## config.mk

```make
export PLATFORM = sky130hd
export DESIGN_NAME = mem_arbiter_flat
export DESIGN_NICKNAME = d
export VERILOG_FILES = /design/src/rtl/cpu_types_pkg.sv /design/src/rtl/mem_arbiter_if.sv /design/src/rtl/rr_pick.sv /design/src/rtl/mem_arbiter.sv /design/src/flat_wrapper.sv
export SDC_FILE = /design/constraint.sdc
export NUM_CORES = 1
export LEC_CHECK = 0
export BUFFER_PORTS_ARGS = -buffer_cell sky130_fd_sc_hd__buf_2
export CAP_MARGIN = 40
export CELL_PAD_IN_SITES_DETAIL_PLACEMENT = 1
export CELL_PAD_IN_SITES_GLOBAL_PLACEMENT = 2
export CORE_AREA = 2 2 167 169
export CTS_CLUSTER_DIAMETER = 80
export DETAILED_ROUTE_END_ITERATION = 10
export DIE_AREA = 0 0 169 171
export GPL_TIMING_DRIVEN = 0
export PLACE_DENSITY = 0.75
export RECOVER_POWER = 50
export SLEW_MARGIN = 0
export SYNTH_ARGS = -nofsm -noshare
export SYNTH_HDL_FRONTEND = slang
export SYNTH_SLANG_ARGS = --single-unit
export TNS_END_PERCENT = 20
```

## constraint.sdc

```tcl
create_clock -name CLK -period 2.1 [get_ports CLK]
set_input_delay 0.42 -clock CLK [delete_from_list [all_inputs] [get_ports CLK]]
set_output_delay 0.42 -clock CLK [all_outputs]
set_load 0.005 [all_outputs]
```

## src/rtl/cpu_types_pkg.sv

```systemverilog
// Shared types for the memory-side controller: RAM status, word and core-index types,
// and the arbiter state encoding.
package cpu_types_pkg;

  localparam int NCPU      = 2;
  localparam int WORD_BITS = 32;

  typedef logic [WORD_BITS-1:0]    word_t;
  typedef logic [$clog2(NCPU)-1:0] cpu_idx_t;

  typedef enum logic [1:0] {
    FREE   = 2'd0,
    BUSY   = 2'd1,
    ACCESS = 2'd2,
    ERROR  = 2'd3
  } ramstate_t;

  typedef enum logic [1:0] {
    IDLE   = 2'd0,
    DGRANT = 2'd1,
    IGRANT = 2'd2
  } arb_state_t;

endpackage

```

## src/rtl/mem_arbiter_if.sv

```systemverilog
// Cache-side request/response bundle plus the single-ported RAM bus.
// The slave modport is the arbiter's view; master is the caches/RAM side.
interface mem_arbiter_if
  import cpu_types_pkg::*;
#(
  parameter int CPUS   = NCPU,
  parameter int WORD_W = WORD_BITS
);

  logic [CPUS-1:0]        iREN;
  logic [CPUS*WORD_W-1:0] iaddr;
  logic [CPUS-1:0]        dREN;
  logic [CPUS-1:0]        dWEN;
  logic [CPUS*WORD_W-1:0] daddr;
  logic [CPUS*WORD_W-1:0] dstore;
  logic [CPUS-1:0]        iwait;
  logic [CPUS-1:0]        dwait;
  logic [CPUS*WORD_W-1:0] iload;
  logic [CPUS*WORD_W-1:0] dload;
  logic                   ramREN;
  logic                   ramWEN;
  logic [WORD_W-1:0]      ramaddr;
  logic [WORD_W-1:0]      ramstore;
  logic [WORD_W-1:0]      ramload;
  ramstate_t              ramstate;

  modport slave (
    input  iREN, iaddr, dREN, dWEN, daddr, dstore, ramload, ramstate,
    output iwait, dwait, iload, dload, ramREN, ramWEN, ramaddr, ramstore
  );

  modport master (
    output iREN, iaddr, dREN, dWEN, daddr, dstore, ramload, ramstate,
    input  iwait, dwait, iload, dload, ramREN, ramWEN, ramaddr, ramstore
  );

endinterface

```

## src/rtl/rr_pick.sv

```systemverilog
// Round-robin selector: returns the first requester strictly after 'last',
// wrapping around, so the previous winner has lowest priority.
module rr_pick #(
  parameter  int N = 2,
  localparam int W = (N > 1) ? $clog2(N) : 1
) (
  input  logic [N-1:0] req,
  input  logic [W-1:0] last,
  output logic         valid,
  output logic [W-1:0] idx
);

  always_comb begin
    // NOTE: every output of a combinational block gets a default first, so no
    // path through the block leaves it unassigned and infers a latch.
    valid = 1'b0;
    idx   = '0;
    // Walk from farthest to nearest so the nearest requester is written last and wins.
    for (int k = N; k >= 1; k--) begin
      if (req[(int'(last) + k) % N]) begin
        valid = 1'b1;
        idx   = W'((int'(last) + k) % N);
      end
    end
  end

endmodule

```

## src/rtl/mem_arbiter.sv

```systemverilog
// Arbitrates icache/dcache traffic from all cores onto one RAM port; data beats
// instruction, round-robin within each class, grant held for the whole block transfer.
module mem_arbiter
  import cpu_types_pkg::*;
#(
  parameter int CPUS   = NCPU,
  parameter int WORD_W = WORD_BITS
) (
  input  logic          CLK,
  input  logic          nRST,
  mem_arbiter_if.slave  bus
);

  localparam int               IDX_W     = (CPUS > 1) ? $clog2(CPUS) : 1;
  localparam logic [IDX_W-1:0] LAST_INIT = IDX_W'(CPUS - 1);

  arb_state_t       state;
  logic [IDX_W-1:0] gsel;
  logic [IDX_W-1:0] d_last;
  logic [IDX_W-1:0] i_last;
  logic [IDX_W-1:0] d_pick;
  logic [IDX_W-1:0] i_pick;
  logic             d_valid;
  logic             i_valid;
  logic [CPUS-1:0]  d_req;
  logic             access;

  assign d_req  = bus.dREN | bus.dWEN;
  assign access = (bus.ramstate == ACCESS);

  rr_pick #(.N(CPUS)) u_dpick (
    .req   (d_req),
    .last  (d_last),
    .valid (d_valid),
    .idx   (d_pick)
  );

  rr_pick #(.N(CPUS)) u_ipick (
    .req   (bus.iREN),
    .last  (i_last),
    .valid (i_valid),
    .idx   (i_pick)
  );

  // NOTE: sequential state uses non-blocking assignments so every register samples
  // the pre-edge values of the others, independent of statement order.
  always_ff @(posedge CLK or negedge nRST) begin
    if (!nRST) begin
      state  <= IDLE;
      gsel   <= '0;
      d_last <= LAST_INIT;
      i_last <= LAST_INIT;
    end else begin
      case (state)
        IDLE: begin
          if (d_valid) begin
            state <= DGRANT;
            gsel  <= d_pick;
          end else if (i_valid) begin
            state <= IGRANT;
            gsel  <= i_pick;
          end
        end
        // Grant is held until the owner drops its enable; the pointer only moves on release.
        DGRANT: begin
          if (!d_req[gsel]) begin
            state  <= IDLE;
            d_last <= gsel;
          end
        end
        IGRANT: begin
          if (!bus.iREN[gsel]) begin
            state  <= IDLE;
            i_last <= gsel;
          end
        end
        default: state <= IDLE;
      endcase
    end
  end

  // Wait outputs depend on ramstate only, never on ramload; BUSY/FREE/ERROR all keep wait high.
  always_comb begin
    bus.iwait    = '1;
    bus.dwait    = '1;
    bus.iload    = '0;
    bus.dload    = '0;
    bus.ramREN   = 1'b0;
    bus.ramWEN   = 1'b0;
    bus.ramaddr  = '0;
    bus.ramstore = '0;
    case (state)
      DGRANT: begin
        bus.ramaddr                            = bus.daddr[int'(gsel)*WORD_W +: WORD_W];
        bus.ramstore                           = bus.dstore[int'(gsel)*WORD_W +: WORD_W];
        bus.ramWEN                             = bus.dWEN[gsel];
        bus.ramREN                             = bus.dREN[gsel] & ~bus.dWEN[gsel];
        bus.dwait[gsel]                        = ~access;
        bus.dload[int'(gsel)*WORD_W +: WORD_W] = bus.ramload;
      end
      IGRANT: begin
        bus.ramaddr                            = bus.iaddr[int'(gsel)*WORD_W +: WORD_W];
        bus.ramREN                             = bus.iREN[gsel];
        bus.iwait[gsel]                        = ~access;
        bus.iload[int'(gsel)*WORD_W +: WORD_W] = bus.ramload;
      end
      default: ;
    endcase
  end

endmodule

```

## src/flat_wrapper.sv

```systemverilog
// flat-port wrapper written by rule: the top's interface ports become plain ports
module mem_arbiter_flat import cpu_types_pkg::*;
#(
  parameter int CPUS   = NCPU,
  parameter int WORD_W = WORD_BITS
)
  (CLK, nRST, bus_iREN, bus_iaddr, bus_dREN, bus_dWEN, bus_daddr, bus_dstore, bus_ramload, bus_ramstate, bus_iwait, bus_dwait, bus_iload, bus_dload, bus_ramREN, bus_ramWEN, bus_ramaddr, bus_ramstore);
  mem_arbiter_if #(.CPUS(CPUS), .WORD_W(WORD_W)) bus_i ();
  input  logic CLK;
  input  logic nRST;
  input wire logic [$bits(bus_i.iREN)-1:0] bus_iREN;
  input wire logic [$bits(bus_i.iaddr)-1:0] bus_iaddr;
  input wire logic [$bits(bus_i.dREN)-1:0] bus_dREN;
  input wire logic [$bits(bus_i.dWEN)-1:0] bus_dWEN;
  input wire logic [$bits(bus_i.daddr)-1:0] bus_daddr;
  input wire logic [$bits(bus_i.dstore)-1:0] bus_dstore;
  input wire logic [$bits(bus_i.ramload)-1:0] bus_ramload;
  input wire logic [$bits(bus_i.ramstate)-1:0] bus_ramstate;
  output wire logic [$bits(bus_i.iwait)-1:0] bus_iwait;
  output wire logic [$bits(bus_i.dwait)-1:0] bus_dwait;
  output wire logic [$bits(bus_i.iload)-1:0] bus_iload;
  output wire logic [$bits(bus_i.dload)-1:0] bus_dload;
  output wire logic [$bits(bus_i.ramREN)-1:0] bus_ramREN;
  output wire logic [$bits(bus_i.ramWEN)-1:0] bus_ramWEN;
  output wire logic [$bits(bus_i.ramaddr)-1:0] bus_ramaddr;
  output wire logic [$bits(bus_i.ramstore)-1:0] bus_ramstore;
  assign bus_i.iREN = bus_iREN;
  assign bus_i.iaddr = bus_iaddr;
  assign bus_i.dREN = bus_dREN;
  assign bus_i.dWEN = bus_dWEN;
  assign bus_i.daddr = bus_daddr;
  assign bus_i.dstore = bus_dstore;
  assign bus_i.ramload = bus_ramload;
  assign bus_i.ramstate = bus_ramstate;
  assign bus_iwait = bus_i.iwait;
  assign bus_dwait = bus_i.dwait;
  assign bus_iload = bus_i.iload;
  assign bus_dload = bus_i.dload;
  assign bus_ramREN = bus_i.ramREN;
  assign bus_ramWEN = bus_i.ramWEN;
  assign bus_ramaddr = bus_i.ramaddr;
  assign bus_ramstore = bus_i.ramstore;
  mem_arbiter #(.CPUS(CPUS), .WORD_W(WORD_W)) u_core (.CLK(CLK), .nRST(nRST), .bus(bus_i));
endmodule
```

==> metrics.md <==
| Metric | Value |
|---|---|
| Main synth FF type | `dfrtp_1` |
| Asr flop ratio synth | `1.00` |
| Mapped Cells | `349` |
| Vias/cell | `3.93` |
| Reg2reg end | `u_core.state[1]` |
| Post-synth cell types | `29` |
| Largest cells by area after synthesis | `mux4_2 (25%), and2_1 (21%), and3_1 (14%)` |
| Port bufs | `431` |
| CTS tree | `done` |
| Worst VDD drop | `0.306 mV` |
| Post-synthesis simple-gate area fraction | `0.456` |
| Most used cell along the critical path | `buf_12` |
| Hold Path Class | `primary input to asynchronous set/reset pin` |
| CP cell instances | `inv_2 -> ha_4 -> buf_12 -> buf_12 -> mux4_2 -> and2_4 -> buf_6` |
| Final Wtd Congestion | `0.783` |
| Max incr delay on CP | `0.56 ns` |
| Clock Latency Late Sink | `0.24 ns` |
| Clock root buffer | `clkbuf_16` |
| CP Capture Type | `primary output` |
| TritonCTS sink count | `5` |
| CP Depth | `7` |
| CP bufs+invs | `4` |
| Cell Area, Synth | `2900 um^2` |
| # DRC | `0` |
| Synthesis Warnings | `0` |
| Crit share post-route | `1.15` |
| Final setup margin | `-0.318 ns` |
| Filler Cells Inserted | `3,397` |
| Largest family of logic cells by synthesized area | `simple AND/OR/NAND/NOR gates` |
| Setup_tns | `-27.67 ns` |
| Row cnt | `61` |
| DIE AREA | `28,900 um^2` |
| Fmax | `414 MHz` |
| Total Power | `6.62 mW` |
| Failing checks | `setup timing` |
| Critical Path RT | `1.68 ns` |
| Clock skew | `0.00278 ns` |
| CTS clock-pin slew for the worst setup and hold paths | `0.04 ns` |
| Fin. max-slew vios | `0` |
| Synth cell count leaders | `and2_1 (96), and3_1 (64), nor2b_1 (35)` |
| GRT Residual Overflow | `0` |
| Status | `complete, but fails checks` |
| Clock Path Buffers | `2` |
| Post-DP HPWL | `17,200 um` |
| XOR/XNOR share of the synthesized area | `0` |
| Pre-CTS setup slack | `-0.615 ns` |
| Slowest CP cell | `mux4_2` |
| Crit start category | `flop` |
| Count leader, synth | `and2_1` |
| Crit path max-delay family | `multiplexers` |
| Post-synth EDFFs | `0` |
| Cell area power density | `1050 nW/um^2` |
| Total number of vias | `4,525` |
| Post-synthesis sequential area ratio | `0.0439` |
| Total GRT Usage | `0.130` |
| WL/cell | `18.0 um` |
| Share of layout cells above drive strength 1 | `0.711` |
| Top cell type's share of synthesized area | `0.248` |
| Initial antenna violation count | `0` |
| R2r startpoint | `u_core.state[0]` |
| Pin count of the biggest net entering global routing | `11` |
| Hold Vio Cnt, Final | `0` |
| Critical path launch point | `u_core.state[0]` |
| Starting density of the core | `0.106` |
| CP Class | `flop to primary output` |
| Worst-case reg-to-reg path depth | `9` |
| R2R setup slack | `0.12 ns` |
| Number of I/O pins | `432` |
| Fin nets | `1,042` |
| Average size of a mapped cell | `8.32 um^2` |
| Slew margin rel. | `0.770` |
| Mapped Nets | `586` |
| RSZ-0062 raised after global routing | `yes` |
| Core region area | `27,300 um^2` |
| Mux cell area share after synthesis | `0.371` |
| Critical path arrival | `2.00 ns` |
| First-pass iteration count of the detailed router | `4` |
| CTS hold repair buffers | `0` |
| Number of buffers created by CTS | `3` |
| CP max FO | `8` |
| Synth Area in Compound Gates | `0.0371` |
| Worst-Margin Slew | `0.345 ns` |
| DRT Wirelength | `20,700 um` |
| Initial drt markers | `125` |
| Final min period | `2.42 ns` |
| Post-DRT Antenna Nets | `0` |
| Number of global-route vias before repair | `4,786` |
| H-tree Lvls | `1` |
| Worst setup endpoint | `bus_ramaddr[30]` |
| Largest area contributor in the netlist | `mux4_2` |
| Width of the die | `169 um` |
| Leak Pwr | `3.71 nW` |
| Util after Layout | `0.230` |
| First-pass GRT wire length | `28,700 um` |
| Flops & latches, synth | `5` |
| # setup viols final | `176` |
| Ant diodes | `0` |
| Max-cap violations | `0` |
| Vert. Die Dim | `171 um` |
| Adder-cell share of the synthesized area | `0.0129` |
| Syn-to-layout area delta | `117%` |
-- registers in the layout (all words and copies together) (netlist names) --
name           cells
u_core.d_last      1
u_core.gsel        1
u_core.i_last      1
u_core.state       2
-- power by group --
part	switching (mW)	internal, mW	leakage (nW)
logic	2.73	3.34	3.62
registers	0.0593	0.155	0.0547
clock network	0.0748	0.253	0.0382
total	2.87	3.75	3.71
-- per-stage QoR --
step	hold WS [ns]	instance area [um^2]	cells
global route	0.0795	6290	1150
CTS	0.0153	6040	1147
floorplan	0.124	2900	349
detailed placement	0.260	5490	1126
global placement	0.259	5490	1126
finish	0.0601	6290	1150
-- how the worst min path moves through the flow --
stage	to	cells past startpoint	slack [ns]	from
global placement	u_core.state[0]	1	0.26	nRST
global route	u_core.state[0]	1	0.08	nRST
CTS	u_core.state[0]	1	0.02	nRST
detailed placement	u_core.state[1]	1	0.26	nRST
floorplan	u_core.gsel	0	0.12	nRST
finish	u_core.state[0]	1	0.06	nRST
-- cells in the final DEF, fill, tap and decap left out, types with 5 or more instances in the layout --
master       n
buf_12       5
buf_4       21
nor2_1       5
buf_2      415
and2_1      78
mux4_2      32
nand2_1      7
a21oi_1      6
nor2b_1     28
buf_8       11
and3_4       6
and3_1      58
nand3_1      5
clkbuf_2     5
mux2i_1     30
buf_6       26
and2_4      18
clkbuf_16    6
-- area by class of cell --
class,count,area (um^2),share of cell area
well taps,346,433,0.0688
repair buffers,450,2510,0.399
inverters,4,15.0,0.00239
multi-input cells,302,2700,0.430
plain buffers,39,420,0.0668
flip-flops and latches,5,130,0.0207
clock buffers,4,78.8,0.0125
-- cell families (layout without fill, tap and decap cells) --
kind of cell,after synthesis,after routing
flops,5,5
fa+ha+maj,3,3
mux,67,67
compound gates,14,14
buf+inv,43,497
simple gates,217,218
-- routing by layer --
metal	GRT usage	up-vias	wire [um]
met5	0	-	0
met4	0.0245	0	245
met3	0.0173	17	1520
met2	0.249	264	10900
met1	0.153	2099	8090
li1	-	2145	-
-- what timing repair did --
| action | 4_1_cts | 5_1_grt |
|---|---|---|
| pin swaps | 7 | 6 |
| setup buffers | 11 | 2 |
| setup endpoints to repair | 198 | 190 |
| gates cloned | 6 | 1 |
| gates resized for setup | 90 | 59 |
Note: power is estimated with default switching activity, not from simulation.
